## src/rtl/cost_func_unit.sv

```systemverilog
// Squared-error cost (target - sigmoid(x))^2 in Q6.11 for the LSTM output stage.
// Optional macro COST_ACCUM_EN: averages the cost over SEQ_LEN samples and strobes once per sequence.
module cost_func_unit #(
    parameter int QN       = 6,
    parameter int QM       = 11,
    parameter int BITWIDTH = QN + QM + 1,
    parameter int SEQ_LEN  = 8
) (
    input  logic                clock,
    input  logic                reset,
    input  logic [BITWIDTH-1:0] dataIn,
    input  logic                dataValid,
    input  logic                target,
    input  logic                seqClear,
    output logic [BITWIDTH-1:0] costFunc,
    output logic                newCostFunc,
    output logic                busy,
    output logic                overrun
);
    localparam int BW = BITWIDTH;
    localparam int PW = 2 * BITWIDTH;

    localparam logic [BW:0]   A_SAT    = (BW+1)'(10240);
    localparam logic [BW:0]   A_HI     = (BW+1)'(4864);
    localparam logic [BW:0]   A_MID    = (BW+1)'(2048);
    localparam logic [BW-1:0] ONE      = BW'(2048);
    localparam logic [PW-1:0] RND_HALF = {{(PW-QM){1'b0}}, 1'b1, {(QM-1){1'b0}}};

    typedef enum logic [2:0] {IDLE, SIG, DIFF, SQR, RND} state_t;

    state_t        state_q;
    logic          valid_q;
    logic [BW-1:0] x_q;
    logic          tgt_q;
    logic [BW-1:0] y_q;
    logic [BW-1:0] diff_q;
    logic [PW-1:0] prod_q;
    logic [BW-1:0] cost_q;
    logic          strobe_q;
    logic          overrun_q;

    logic          trigger_d;
    logic [BW:0]   abs_x_d;
    logic [BW-1:0] mag_d;
    logic [BW-1:0] seg_d;
    logic [BW-1:0] y_d;
    logic [BW-1:0] diff_d;
    logic [PW-1:0] diff_ext_d;
    logic [PW-1:0] prod_d;
    logic [PW-1:0] rnd_d;
    logic [BW-1:0] cost_d;

    assign trigger_d = dataValid & ~valid_q;

    // |x| is one bit wider so the most negative input cannot wrap.
    always_comb begin
        abs_x_d = x_q[BW-1] ? ((BW+1)'(0) - {x_q[BW-1], x_q}) : {x_q[BW-1], x_q};
        mag_d   = abs_x_d[BW-1:0];
        if (abs_x_d >= A_SAT) begin
            seg_d = ONE;
        end else if (abs_x_d >= A_HI) begin
            seg_d = (mag_d >> 5) + BW'(1728);
        end else if (abs_x_d >= A_MID) begin
            seg_d = (mag_d >> 3) + BW'(1280);
        end else begin
            seg_d = (mag_d >> 2) + BW'(1024);
        end
        y_d = x_q[BW-1] ? (ONE - seg_d) : seg_d;
    end

    always_comb begin
        diff_d     = (tgt_q ? ONE : '0) - y_q;
        diff_ext_d = {{BW{diff_q[BW-1]}}, diff_q};
        prod_d     = diff_ext_d * diff_ext_d;
        rnd_d      = (prod_q + RND_HALF) >> QM;
        cost_d     = (|rnd_d[PW-1:BW]) ? '1 : rnd_d[BW-1:0];
    end

`ifdef COST_ACCUM_EN
    localparam int LG = $clog2(SEQ_LEN);
    localparam int AW = BW + LG;
    localparam logic [AW-1:0] AVG_HALF = AW'(SEQ_LEN / 2);

    logic [AW-1:0] acc_q;
    logic [LG-1:0] cnt_q;
    logic [AW-1:0] acc_sum_d;
    logic [AW-1:0] avg_d;
    logic [BW-1:0] avg_cost_d;

    always_comb begin
        acc_sum_d  = acc_q + AW'(cost_d);
        avg_d      = (acc_sum_d + AVG_HALF) >> LG;
        avg_cost_d = (|avg_d[AW-1:BW]) ? '1 : avg_d[BW-1:0];
    end
`else
    logic unused_cfg;
    assign unused_cfg = seqClear ^ SEQ_LEN[0];
`endif

    always_ff @(posedge clock) begin
        if (!reset) begin
            state_q   <= IDLE;
            valid_q   <= 1'b0;
            x_q       <= '0;
            tgt_q     <= 1'b0;
            y_q       <= '0;
            diff_q    <= '0;
            prod_q    <= '0;
            cost_q    <= '0;
            strobe_q  <= 1'b0;
            overrun_q <= 1'b0;
`ifdef COST_ACCUM_EN
            acc_q     <= '0;
            cnt_q     <= '0;
`endif
        end else begin
            valid_q  <= dataValid;
            strobe_q <= 1'b0;
            if (trigger_d && state_q != IDLE) begin
                overrun_q <= 1'b1;
            end
            case (state_q)
                IDLE: begin
                    if (trigger_d) begin
                        x_q     <= dataIn;
                        tgt_q   <= target;
                        state_q <= SIG;
                    end
                end
                SIG: begin
                    y_q     <= y_d;
                    state_q <= DIFF;
                end
                DIFF: begin
                    diff_q  <= diff_d;
                    state_q <= SQR;
                end
                SQR: begin
                    prod_q  <= prod_d;
                    state_q <= RND;
                end
                RND: begin
                    state_q <= IDLE;
`ifdef COST_ACCUM_EN
                    if (!seqClear) begin
                        if (cnt_q == LG'(SEQ_LEN - 1)) begin
                            cost_q   <= avg_cost_d;
                            strobe_q <= 1'b1;
                            acc_q    <= '0;
                            cnt_q    <= '0;
                        end else begin
                            acc_q <= acc_sum_d;
                            cnt_q <= cnt_q + 1'b1;
                        end
                    end
`else
                    cost_q   <= cost_d;
                    strobe_q <= 1'b1;
`endif
                end
                default: state_q <= IDLE;
            endcase
`ifdef COST_ACCUM_EN
            // A clear landing with an accumulate discards that sample.
            if (seqClear) begin
                acc_q <= '0;
                cnt_q <= '0;
            end
`endif
        end
    end

    assign costFunc    = cost_q;
    assign newCostFunc = strobe_q;
    assign busy        = (state_q != IDLE);
    assign overrun     = overrun_q;
endmodule

```

## config.mk

```make
export PLATFORM = sky130hd
export DESIGN_NAME = cost_func_unit
export DESIGN_NICKNAME = d
export VERILOG_FILES = /design/src/rtl/cost_func_unit.sv
export SDC_FILE = /design/constraint.sdc
export NUM_CORES = 1
export LEC_CHECK = 0
export ABC_AREA = 1
export CAP_MARGIN = 20
export CORE_ASPECT_RATIO = 1.75
export CORE_MARGIN = 8
export CORE_UTILIZATION = 40
export CTS_CLUSTER_SIZE = 28
export DETAILED_ROUTE_END_ITERATION = 8
export PLACE_DENSITY_LB_ADDON = 0.05
export SETUP_SLACK_MARGIN = 0.05
export SYNTH_ARGS = -nofsm -noshare
export SYNTH_HDL_FRONTEND = slang
export SYNTH_SLANG_ARGS = --single-unit
export TNS_END_PERCENT = 100
```

## constraint.sdc

```tcl
create_clock -name clock -period 14.9 [get_ports clock]
set_input_delay 2.98 -clock clock [delete_from_list [all_inputs] [get_ports clock]]
set_output_delay 2.98 -clock clock [all_outputs]
set_load 0.05 [all_outputs]
```

# Word-level counts from Yosys, hierarchy flattened
# Cells that the tools add are included.
[classes]
reduce_logical = 5
n_mux = 10
n_eq_ne = 5
n_addsub = 7
multipliers = 1
bitwise_logic = 2
order_cmp = 3
[ops]
columns = ["cell", "count"]
rows = [
  ["18-bit two-way mux", 4],
  ["36-bit by 11-bit adder with 36-bit output (second input constant)", 1],
  ["18-bit by 18-bit multiplier with 36-bit output", 1],
  ["19-bit by 12-bit greater-or-equal comparator with 1-bit output (second input constant)", 1],
  ["19-bit by 13-bit greater-or-equal comparator with 1-bit output (second input constant)", 1],
  ["19-bit by 14-bit greater-or-equal comparator with 1-bit output (second input constant)", 1],
  ["19-bit two-way mux", 1],
  ["1-bit by 18-bit subtractor with 19-bit output (first input constant)", 1],
  ["12-bit by 18-bit subtractor with 18-bit output", 1],
  ["12-bit by 18-bit subtractor with 18-bit output (first input constant)", 1],
  ["16-bit by 11-bit adder with 17-bit output (second input constant)", 1],
  ["17-bit two-way mux", 1],
  ["15-bit by 11-bit adder with 16-bit output (second input constant)", 1],
  ["13-bit by 11-bit adder with 14-bit output (second input constant)", 1],
  ["12-bit two-way mux", 1],
  ["3-bit one-hot mux with 4 select lines", 1],
  ["7-bit OR reduction", 1],
  ["3-bit by 2-bit equality test with 1-bit output (second input constant)", 2],
  ["3-bit by 1-bit equality test with 1-bit output (second input constant)", 1],
  ["3-bit equality test (second input constant)", 1],
  ["3-bit logical NOT", 1],
  ["3-bit two-way mux", 1],
  ["3-bit nonzero test", 1],
  ["2-bit inequality test (second input constant)", 1],
  ["5 further kinds", 5],
]
[totals]
ff_bits = 115
input_bits = 23
word_cells = 43
output_inout_bits = 21

# Logic depth before layout (Yosys ltp)
# Gate-level depths: netlist of run 1.
[depth]
ltp_word = 8
ltp_mapped = 31

# Least setup slack after synthesis of run 1
# OpenSTA, ideal clock, no wires.
[synth_timing]
path_type = "reg-to-reg"
start = "register diff_q[17]"
end = "register prod_q[32]"
path_stages_with_launch = 30
setup_slack_ns = 8.581
period_less_slack_ns = 6.319
arrival_ns = 6.204
required_time_ns = 14.785
n_path_buf = 2
path_cell_list = "dfxtp_1 clkbuf_1 clkbuf_1 nand2_1 inv_1 fa_1 inv_1 fa_1 inv_1 ha_1 inv_1 fa_1 inv_1 fa_1 inv_1 fa_1 inv_1 ha_1 nand2_1 nor2_1 inv_1 nor2_1 nand2_1 o21ai_0 nand3_1 nand2_1 a31oi_1 xor2_1 o21ai_0 inv_1"
[synth_via]
elab_chain_cells = 1
[synth_rtl]
columns = ["element", "line", "source"]
rows = [
  ["start: declaration", "36", "logic [BW-1:0] diff_q;"],
  ["start signal: assignment", "135", "diff_q <= diff_d;"],
  ["18-bit by 18-bit multiplier with 36-bit output", "74", "prod_d = diff_ext_d * diff_ext_d;"],
  ["end signal: assignment", "139", "prod_q <= prod_d;"],
  ["end: declaration", "37", "logic [PW-1:0] prod_q;"],
]
# Every way passes these cells.
# A chain may end at the register's enable or synchronous reset.

# Final worst setup path of run 1
[layout_timing]
start = "register diff_q[17]"
end = "register prod_q[30]"
# The elaborated chain is that of the path after synthesis.

==> out/metrics.cfg, run 1 <==
[status]
outcome=complete, no violations

[global_routing]
grt_pass1_vias=14700
grtUsageMet3_pct=1.40
use_met2_pct=39.7
busiest_layer=met2
track_usage_pct=19.0
grt-ovfl-total=0
grtUsageMet1_pct=18.8
grt_max_degree=73
grt_pass1_wl_um=76000
antenna_found_initial=0

[synth]
synth_fp_nets=2647
yosysTopAreaCell=fa_1
synth_edf_count=0
ys_seq_area_share_pct=12.2
yosysTopAreaCellShare_pct=34.0
synthMostInstantiatedCell=inv_1
ys_top_cells_by_count=inv_1 (600), nand2_1 (344), fa_1 (294)
ys_ff_latch=105
ys_types=51
synthArstFlopShare_pct=0
syn_inst=2209
yosys_warnings=0
postSynthAreaPerCell_um2=7.83
synthFlopType=dfxtp_1
synthTopCellsByArea=fa_1 (34%), inv_1 (13%), dfxtp_1 (12%)
netlist_area_um2=17300

[clock_tree]
path_clk_slew_ns=0.08
worstSkewPairLatency_ns=0.37
cts_hold_buf=0
cts_made_buffers=9
root_buffer=clkbuf_16
cts_max_level=3
clock_path_buffers=2
cts_setup_buffers=0
cts-resized-gates=0
clkSinkCount=105
cts_tree=built

[worst_setup_path]
cp_num_buf_inv=7
crit_path_start=diff_q[17]
path_class=register to register
path_cells=buf_4, clkinv_1, or2_2, fa_1, inv_1, fa_1, fa_1, fa_1, fa_1, inv_1, fa_1, inv_1, ha_1, nand2_1, nor2_1, inv_1, nor3_1, nand2_1, o21ai_0, nand3_1, nand2_1, xor2_1, o21ai_0, inv_1
r2r_start=diff_q[17]
crit_family=adder cells
reg2reg_slack_ns=7.20
worstPathArrival_ns=8.02
crit_path_frequent_cell=fa_1
slowest_stage=dfxtp_1
max_stage_delay_ns=0.70
end_kind=register
required_ns=15.22
cp-start-kind=register
critical_path_peak_fanout=15

[floorplanning]
core_um2=43100
die-area_um2=50400
die-width_um=173
start_util_pct=40.1
chipHeight_um=291
io_pins=44
row_count=101

[final_layout]
instances_no_fill=2779
utilization_pct=43.0
drive_gt1_share_pct=5.33
syn2layout_area_growth_pct=7.21
n_antenna_cell=0
fin_nets=2646
final_area_um2=18500

[pwr]
p_per_area_nw_per_um2=66.2
power_mw=1.23
ir_worst_vdd_v=0.0000792
leakagePower_nw=10.1

[timing]
setup_viol=0
clock.fmax_ghz=0.130
final-hold-violation-count=0
drv_slew=0
maxSlewHeadroom_pct=22.7
setup_ws_ns=7.20
rsz0062_at_grt=no
fin_crit_ns=7.70
hold_ws_ns=0.486
clock_skew_ns=0.0144
tightest_slew_ns=1.16
period_share_pct=51.7
setup-tns-final_ns=0

[route]
drt_wl_total_um=46500
drt_pass1_iterations=5
drcViolationCount=0
post_drt_wl_per_cell_um=16.7
ant_nets=0
vias=13500
avgViaCountPerCell=4.84
drtIter0Drc=544

[placement]
placed_cells=2762
place_area_um2=18200
place.port_buffers=42
routabilityCongestion=0.870
hpwl_um=38400
dp_slack_ns=7.12

[worst_hold_path]
hp-class=register to register
hp-start=overrun

[job]
max_cap_violations=0

==> where the power goes <==
part / switching, mW / leakage, nW / total [mW] / internal (mW)
Combinational: 0.439 / 9.07 / 0.660 / 0.222
Sequential: 0.0234 / 0.855 / 0.322 / 0.298
Clock: 0.123 / 0.146 / 0.245 / 0.122
==> cells in the final DEF (no fill, tap or decap), types with 4 or more instances in the layout <==
cell type / Yosys / final
or2_2: 6 / 6
a31o_2: 4 / 4
nor2_1: 122 / 122
a21oi_2: 6 / 6
nor2_4: 5 / 5
ha_1: 121 / 121
nor3_1: 22 / 20
fa_1: 294 / 294
buf_4: 4 / 21
inv_1: 600 / 600
nand3_2: 11 / 11
dfxtp_1: 105 / 105
nand2_1: 344 / 344
o211ai_1: 9 / 9
a21oi_1: 112 / 112
clkbuf_16: 0 / 9
nor2_2: 13 / 13
a21o_1: 5 / 5
o21ai_1: 4 / 4
nand3_1: 71 / 71
xnor2_1: 28 / 28
nand4_1: 8 / 8
a31oi_1: 18 / 18
o21ai_0: 111 / 111
a31oi_2: 4 / 4
xor2_1: 58 / 58
nand2_2: 17 / 17
clkdlybuf4s50_1: 0 / 41
==> path summary, 6_finish.rpt <==
| path | endpoint | cells past startpoint |
|---|---|---|
| max | prod_q[30] | 24 |
| min | overrun | 2 |
| max reg2reg | prod_q[30] | 24 |
| min reg2reg | overrun | 2 |
==> final cells by class <==
type	instances	area, um2
well taps	566	708
clock inverters	6	60.1
repair buffers	63	573
multi-input cells	1423	12600
clock buffers	10	239
flip-flops and latches	105	2100
inverters	606	2280
fillers	4480	24500
==> registers in the layout, indices dropped and copies added, names as in the netlist <==
signal and flops:
costFunc 18, diff_q 18, newCostFunc 1, overrun 1
prod_q 26, state_q 3, tgt_q 1, valid_q 1
x_q 18, y_q 18
==> kinds of logic after synthesis <==
| group | after synthesis | share of synthesized area (%) |
|---|---|---|
| compound gates | 288 | 9.37 |
| xor+xnor | 86 | 4.35 |
| fa+ha+maj | 415 | 42.8 |
| buf+inv | 681 | 15.1 |
| flops | 105 | 12.2 |
| simple gates | 634 | 16.2 |
==> metal layers <==
metal  share of wire, %  up-vias  routed length [um]
li1                   -     6570                   -
met1                 35     6663               16200
met2                 60      153               27900
met3                1.9       64                 863
met4                3.5        0                1610
met5                  0        -                   0
==> worst register-to-register path: cells and delay by family, from the launching register on <==
family	cells	cell delay, ns
XOR/XNOR	1	0.41
adder cells (fa/ha/maj)	7	3.61
AO/OA/AOI/OAI	2	0.66
flip-flops	1	0.70
buffers and inverters	7	1.06
AND/OR/NAND/NOR	7	1.22
No activity file was read; power rests on OpenSTA's default activity.
==> run 2: changes to the inputs <==
==> constraint.sdc (replaced) <==
create_clock -name clock -period 7.9 [get_ports clock]
set_input_delay 1.58 -clock clock [delete_from_list [all_inputs] [get_ports clock]]
set_output_delay 1.58 -clock clock [all_outputs]
set_load 0.05 [all_outputs]
==> out/metrics.cfg, run 2 (same netlist as run 1, synthesis figures left out) <==
[status]
outcome=complete, no violations

[final_layout]
syn2layout_area_growth_pct=7.72
final_area_um2=18600
final_cell_mix=inv_1 (600), nand2_1 (344), fa_1 (294), nor2_1 (122), ha_1 (121)
regMostFlops=prod_q
n_antenna_cell=0
final_common_cell=inv_1
drive_gt1_share_pct=5.76
fin_nets=2656
utilization_pct=43.2
largest_reg_flops=26

[pwr]
leakagePower_nw=10.1
ir_worst_vdd_v=0.0000925
p_per_area_nw_per_um2=125

[floorplanning]
start_util_pct=40.1
row_count=101
core_um2=43100
chipHeight_um=291
die-area_um2=50400
die-width_um=173
io_pins=44

[route]
drtIter0Drc=604
post_drt_wl_per_cell_um=16.6
avgViaCountPerCell=4.83
ant_nets=0
drcViolationCount=0
drt_wl_total_um=46200
drt_pass1_iterations=6
vias=13500

[global_routing]
track_usage_pct=19.0
grt_max_degree=73
grt-ovfl-total=0
antenna_found_initial=0
grt_pass1_wl_um=76300
grt_pass1_vias=14900

[placement]
routabilityCongestion=0.825
hpwl_um=39100
dp_slack_ns=0.680
place.port_buffers=42
place_area_um2=18300

[worst_setup_path]
max_stage_delay_ns=0.92
cp_num_buf_inv=6
path_cells=buf_4, nand2_1, fa_1, inv_1, fa_1, fa_1, fa_1, fa_1, inv_1, fa_1, inv_1, ha_1, nand2_1, nor2_1, inv_1, nor2_1, nand2_1, o21ai_0, nand3_1, nand2_1, a211oi_1, xor2_1, o21ai_0, inv_1
r2r_start=diff_q[17]
crit_path_frequent_cell=fa_1
cp-start-kind=register
end_kind=register
required_ns=8.21
crit_path_start=diff_q[17]
path_class=register to register
crit_family=adder cells
slowest_stage=fa_1
reg2regPathDepth=24
worstPathArrival_ns=7.52
cp-endpoint=prod_q[34]
critical_path_peak_fanout=16
reg2reg_slack_ns=0.69
worst-path-stages=24
r2r_end=prod_q[34]

[clock_tree]
clkSinkCount=105
worstSkewPairLatency_ns=0.36
cts_max_level=3
root_buffer=clkbuf_16
cts_made_buffers=9
cts-resized-gates=0
path_clk_slew_ns=0.08
cts_hold_buf=0
cts_setup_buffers=0
clock_path_buffers=2
cts_tree=built

[timing]
clock.fmax_ghz=0.139
hold_ws_ns=0.485
fin_crit_ns=7.21
rsz0062_at_grt=no
period_share_pct=91.2
setup_ws_ns=0.692
final-hold-violation-count=0
tightest_slew_ns=0.924
clock_skew_ns=0.00786
maxSlewHeadroom_pct=38.4
drv_slew=0
setup_viol=0
setup-tns-final_ns=0

[job]
max_cap_violations=0

[worst_hold_path]
hp-class=register to register

[run 2: worst min-delay path, cell delays in order (launching register included)]
cell and delay, ns:
dfxtp_1 0.33, a21oi_1 0.04, nor2_1 0.08
[run 2: per-layer routing]
layer  global-route usage [%]  part of all wire [%]  wire [um]  up-vias
met1                     18.9                    34      15900     6626
met5                        0                     0          0        -
li1                         -                     -          -     6592
met4                     7.49                   3.9       1790        0
met2                     39.2                    60      27700      167
met3                     1.67                   1.9        886       77
[run 2: final cells by class]
cell class                 count  area [um2]
inverter                     606        2280
timing repair buffer          73         661
clock buffer                  10         239
tap                          566         708
sequential                   105        2100
fill                        4470       24500
multi-input combinational   1423       12600
clock inverter                 6        60.1
[run 2: how the worst min path moves through the flow]
stage / slack [ns] / end / startpoint / cells after the start
finish: 0.49 / overrun / overrun / 2
floorplan: 0.46 / y_q[17] / y_q[17] / 2
global route: 0.52 / overrun / overrun / 2
detailed placement: 0.47 / overrun / overrun / 2
CTS: 0.49 / y_q[17] / y_q[17] / 2
global placement: 0.46 / overrun / overrun / 2
[run 2: report_power, final]
part	leakage [nW]	total, mW	internal [mW]	switching, mW
Combinational	9.13	1.25	0.423	0.824
Sequential	0.855	0.612	0.563	0.0489
Clock	0.151	0.464	0.231	0.233
Total	10.1	2.32	1.22	1.11
[run 2: metrics by stage]
stage          instances  power [mW]
6_report            2789        2.32
2_1_floorplan       2209        1.53
3_3_place_gp        2773        1.89
3_5_place_dp        2773        1.89
5_1_grt             2789        2.54
4_1_cts             2789        2.37
==> patch 1 (config.mk and constraints of run 1) <==
Put one more register stage on the output `costFunc`, without a reset. The value now appears one clock later. The other outputs are not delayed to match.
--- a/src/rtl/cost_func_unit.sv
+++ b/src/rtl/cost_func_unit.sv
@@ -171,5 +171,7 @@
     end
 
-    assign costFunc    = cost_q;
+    always_ff @(posedge clock) begin
+        costFunc <= cost_q;
+    end
     assign newCostFunc = strobe_q;
     assign busy        = (state_q != IDLE);
Function: changed (a bounded check fails within 10 cycles, from zero or initial values and one cycle with reset low).
==> patch 1 against run 1 <==
Wire length grew 0.81%. Area after synthesis grew 1.8%. Cell area grew 3.7%. First-iteration DRC count shrank 5.0%. Synthesized cell count grew 1.0%. Count of clock-buffer cells in the layout grew 7. Worst setup slack gained 0.74 ns. Sequential cell count grew 18. Non-clock buffer count grew 3. Power grew 20%. Sequential power grew 13%. Critical endpoint is now prod_q[34]$_SDFFE_PN0P_. Largest cell class unchanged.
==> patch 1: results (changes against run 1) <==
- Main synth FF type: dfxtp_1
- DRT iter0 DRCs: 517 (-5.0%)
- Synth Area in Compound Gates: 9.341% (-0.033 points)
- Vias in the first global route: 15050 (+2.1%)
- Placed Cells incl. Taps: 2792 (+1.1%)
- Period utilization: 46.70% (-5.0 points)
- Largest net degree at the start of global routing: 74 (+1.4%)
- Leak: 10.46 nW (+3.8%)
- Routed WL: 46900 µm (+0.81%)
- Yosys cell types: 53 (+3.9%)
- Global-route wire length before repair: 78250 µm (+2.9%)
- Top Metal Used: met4
- Met1 WL: 17790 µm (+9.9%)
- Crit Reg-Reg Endpoint: prod_q[34]$_SDFFE_PN0P_
- Filler cells: 4518 (+0.85%)
- Routed WL per cell: 16.61 µm (-0.79%)
- Post-Place Setup Slack: 7.892 ns (+0.7707 ns)
- VDD IR max: 0.09498 mV (+20%)
- Placed Area: 0.01864 mm² (+2.2%)
- Layout Skew: 0.01824 ns (+0.003872 ns)
- Seq/Total Area, Yosys: 13.98% (+1.8 points)
- Post-Synth Adder-Cell Area: 42.01% (-0.77 points)
- Worst hold slack: 0.3490 ns (-0.1372 ns)
- Number of H-tree levels: 4 (+1)
- PostCTS Resize Cnt: 0 (unchanged)
- Cells after Synth: 2232 (+1.0%)
- Nets@finish: 2683 (+1.4%)
- Worst hold-check path type: reg2reg
- Hold path depth: 0 (-2)
- CP Max Fanout: 27 (+12)
- Status: completed
- Most common library cells after synthesis: inv_1, nand2_1, fa_1
- Later-pin clock latency in the skew report: 0.44 ns (+0.07 ns)
- Met2 wire length: 26520 µm (-4.9%)
- Critical Path AT: 7.28 ns (-0.74 ns)
- Max reg flops: 26 (unchanged)
- P_int: 0.0008181 W (+27%)
- Yosys Warn Count: 0 (unchanged)
- Hold endpoint: costFunc[4]$_DFF_P_
- DR vias/cell: 4.830 (-0.20%)
- Hold_sp: cost_q[4]$_SDFFE_PN0P_
- DP HPWL: 38790 µm (+1.1%)
- CTS max path bufs: 2 (unchanged)
- Slew @ Worst Pin: 1.087 ns (-0.07010 ns)
- Met3 WL: 996 µm (+15%)
- DR pass1 iterations: 7 (+2)
- XOR/XNOR Fraction of Synth Area: 3.978% (-0.38 points)
- Top cell type's share of synthesized area: 33.42% (-0.61 points)
- Asr flop ratio synth: 0% (unchanged)
- GP Congestion: 0.8381 (-3.7%)
- Mux share of post-synthesis cell area: 0% (unchanged)
- Ranking of synthesized cells by area: fa_1, dfxtp_1, inv_1, ha_1, nand2_1
- GRT Overall Usage: 19.34% (+0.31 points)
- Layout cells sized above 1: 6.289% (+0.96 points)
- Num CTS Buffers: 17 (+8)
==> patch 1: changes by cell type after synthesis, moves of 5 or more <==
cell / delta
inv_1: -5
nor2_1: +15
o211ai_1: -5
nor3_1: -7
inv_2: +8
xor2_1: -9
nand2_1: -5
dfxtp_1: +18
a21oi_1: +11
==> patch 1: metal layers <==
| metal | track usage, % | up-vias |
|---|---|---|
| met1 | 20.78 | 6698 |
| met5 | 0 | - |
| met3 | 1.978 | 65 |
| met4 | 7.573 | 0 |
| met2 | 37.81 | 206 |
| li1 | - | 6671 |
==> patch 1: worst max-delay path: stages (launching register included) <==
cell and delay, ns:
dfxtp_1 0.30, buf_4 0.22, nand2_1 0.24, inv_1 0.08, fa_1 0.75, inv_1 0.12, fa_1 0.52, inv_1 0.06
ha_1 0.58, inv_1 0.35, fa_1 0.61, inv_1 0.05, fa_1 0.48, inv_1 0.07, fa_1 0.63, inv_1 0.07
ha_1 0.38, a21oi_1 0.25, o221a_2 0.22, nand3_1 0.13, a21o_1 0.22, a21oi_1 0.17, o21ai_0 0.10, o21ai_0 0.19
inv_1 0.05
==> patch 1: layout make-up <==
cell class | instances | area, µm² | share of cell area, %
clock buffer | 17 | 425.4 | 2.212
clock inverter | 15 | 172.7 | 0.8977
inverter | 606 | 2275 | 11.83
multi-input combinational | 1431 | 12590 | 65.48
sequential | 123 | 2462 | 12.80
tap | 566 | 708.2 | 3.682
timing repair buffer | 66 | 595.6 | 3.097
==> patch 1: power groups by stage <==
stage / logic [W] / clock network [W] / registers (W)
floorplan: 0.000490 / 0 / 0.000370
global placement: 0.000684 / 0 / 0.000372
detailed placement: 0.000685 / 0 / 0.000372
CTS: 0.000693 / 0.000434 / 0.000365
global route: 0.000775 / 0.000447 / 0.000367
finish: 0.000680 / 0.000424 / 0.000365
==> patch 1: worst max-delay path by stage <==
stage | cells after the start | start | end
2_1_floorplan | 27 | diff_q[17]$_SDFFE_PN0N_ | prod_q[34]$_SDFFE_PN0P_
3_3_place_gp | 24 | diff_q[17]$_SDFFE_PN0N_ | prod_q[34]$_SDFFE_PN0P_
3_5_place_dp | 26 | diff_q[17]$_SDFFE_PN0N_ | prod_q[34]$_SDFFE_PN0P_
4_1_cts | 24 | diff_q[17]$_SDFFE_PN0N_ | prod_q[34]$_SDFFE_PN0P_
5_1_grt | 27 | diff_q[17]$_SDFFE_PN0N_ | prod_q[34]$_SDFFE_PN0P_
6_report | 24 | diff_q[17]$_SDFFE_PN0N_ | prod_q[34]$_SDFFE_PN0P_
==> patch 1: logic make-up after synthesis <==
logic type / after synthesis
AOI/OAI and AO/OA: 296
xor gates and xnor gates: 80
adders and majority gates: 415
buffers and inverters: 678
DFF: 123
and+or+nand+nor: 640
==> patch 2 (config.mk and constraints of run 1) <==
Without the edit above. Build with the macro `COST_ACCUM_EN` defined.
--- a/src/rtl/cost_func_unit.sv
+++ b/src/rtl/cost_func_unit.sv
@@ -1,4 +1,6 @@
 // Squared-error cost (target - sigmoid(x))^2 in Q6.11 for the LSTM output stage.
 // Optional macro COST_ACCUM_EN: averages the cost over SEQ_LEN samples and strobes once per sequence.
+`define COST_ACCUM_EN
+
 module cost_func_unit #(
     parameter int QN       = 6,
Behaviour: not the same (Yosys sat finds a counterexample within 10 cycles, from zero or initial values and one cycle with reset low).
==> patch 2 against run 1 <==
Area after synthesis up 15%. Power up 25%. Worst setup slack better by 0.55 ns. Cell area grew 16%. Synthesized cell count up 20%. Critical endpoint is now prod_q[32]$_SDFFE_PN0P_. Highest routed layer unchanged. Wire length increased by 21%. Largest cell class unchanged. Sequential cell count is 24 higher.
==> patch 2: results (changes against run 1) <==
- Status: completed
- Reg2reg path depth: 22 (-8.3%)
- Later-pin clock latency in the skew report: 0.45 ns (+0.08 ns)
- GRT Overall Usage: 20.79% (+1.8 points)
- Nets@finish: 3100 (+17%)
- Main synth FF type: dfxtp_1
- VDD IR max: 0.06763 mV (-15%)
- Largest net degree at the start of global routing: 55 (-25%)
- Hold_sp: acc_q[9]$_SDFFE_PP0N_
- DP HPWL: 46430 µm (+21%)
- Post-Synth Adder-Cell Area: 38.63% (-4.1 points)
- Mux share of post-synthesis cell area: 0% (unchanged)
- Yosys cell types: 56 (+9.8%)
- GP Congestion: 0.9078 (+4.3%)
- Crit path max-delay cell type: dfxtp_1
- Slowest cell delay on critical path: 0.93 ns (+0.23 ns)
- Hold endpoint: acc_q[9]$_SDFFE_PP0N_
- Crit Reg-Reg Endpoint: prod_q[32]$_SDFFE_PN0P_
- Number of H-tree levels: 4 (+1)
- Post-CTS Setup Inserts: 0 (unchanged)
- Worst hold-check path type: reg2reg
- Leak: 11.58 nW (+15%)
- Layout cells sized above 1: 5.459% (+0.13 points)
- Num CTS Buffers: 17 (+8)
- Setup TNS: 0 ns (unchanged)
- Diode count: 0 (unchanged)
- DR pass1 iterations: 5 (unchanged)
- Post-Place Setup Slack: 7.739 ns (+0.6175 ns)
- Filler cells: 5196 (+16%)
- Synth Area in Compound Gates: 9.216% (-0.16 points)
- XOR/XNOR Fraction of Synth Area: 4.472% (+0.12 points)
- Syn nets: 3102 (+17%)
- Sw frac: 44.41% (-3.3 points)
- Mean Syn Cell Area: 7.489 µm² (-4.4%)
- Yosys Warn Count: 0 (unchanged)
- Clock slew at reported path FFs: 0.06 ns (-0.02 ns)
- Vias: 16120 (+20%)
- Layout Skew: 0.009940 ns (-0.004433 ns)
- Seq/Total Area, Yosys: 13.04% (+0.89 points)
- Vias in the first global route: 17640 (+20%)
- Top flop regs: prod_q (26), acc_q (21)
- Ranking of synthesized cells by area: fa_1, dfxtp_1, inv_1, nand2_1, ha_1
- CP Max Fanout: 26 (+11)
- DRT iter0 DRCs: 620 (+14%)
- Final cell count without fillers: 3316 (+19%)
- Asr flop ratio synth: 0% (unchanged)
- Worst hold slack: 0.4702 ns (-0.01605 ns)
- Critical Path AT: 7.50 ns (-0.52 ns)
- Routed WL per cell: 16.94 µm (+1.2%)
- Global-route wire length before repair: 91680 µm (+21%)
- Slew @ Worst Pin: 1.106 ns (-0.05100 ns)
- Hold path depth: 2 (unchanged)
- R2R Path Start: diff_q[17]$_SDFFE_PN0N_
- PortBufs: 43 (+2.4%)
- Most common library cells after synthesis: inv_1, nand2_1, fa_1
## patch 2: metal layers
metal | GRT usage (%) | share of wire (%) | vias up
met1 | 19.78 | 35 | 7804
met5 | 0 | 0 | -
li1 | - | - | 7936
met4 | 11.24 | 5.6 | 0
met3 | 2.104 | 2.0 | 131
met2 | 42.26 | 57 | 253
## patch 2: per-stage QoR
stage	power [W]	instance area [µm²]
after floorplan	0.0009141	19810
after global placement	0.001111	20840
after detailed placement	0.001113	20840
after CTS	0.001555	21430
after global routing	0.001658	21480
final	0.001529	21480
## patch 2: cell type report
type / instances / share of cell area, %
multi-input cells: 1753 / 66.70
flip-flops and latches: 129 / 12.03
inverters: 679 / 11.87
well taps: 660 / 3.845
repair buffers: 63 / 2.832
clock buffers: 19 / 2.016
clock inverters: 13 / 0.7166
## patch 2: logic make-up after synthesis
group                      after synthesis
AOI/OAI and AO/OA                      337
xor gates and xnor gates                99
adders and majority gates              434
buffers and inverters                  763
DFF                                    129
and+or+nand+nor                        883
## patch 2: worst max path at each step
stage	end	slack, ns	depth (start not counted)
final	prod_q[32]$_SDFFE_PN0P_	7.74	22
after global routing	prod_q[32]$_SDFFE_PN0P_	7.26	22
after CTS	prod_q[32]$_SDFFE_PN0P_	7.73	22
after detailed placement	prod_q[32]$_SDFFE_PN0P_	7.74	22
after global placement	prod_q[32]$_SDFFE_PN0P_	7.89	22
after floorplan	prod_q[32]$_SDFFE_PN0P_	8.70	25
## patch 2: power by group through the flow
stage / combinational, W / sequential, W / clock, W
after floorplan: 0.000533 / 0.000381 / 0
after global placement: 0.000711 / 0.000399 / 0
after detailed placement: 0.000714 / 0.000400 / 0
after CTS: 0.000718 / 0.000392 / 0.000445
after global routing: 0.000810 / 0.000393 / 0.000455
final: 0.000706 / 0.000390 / 0.000433
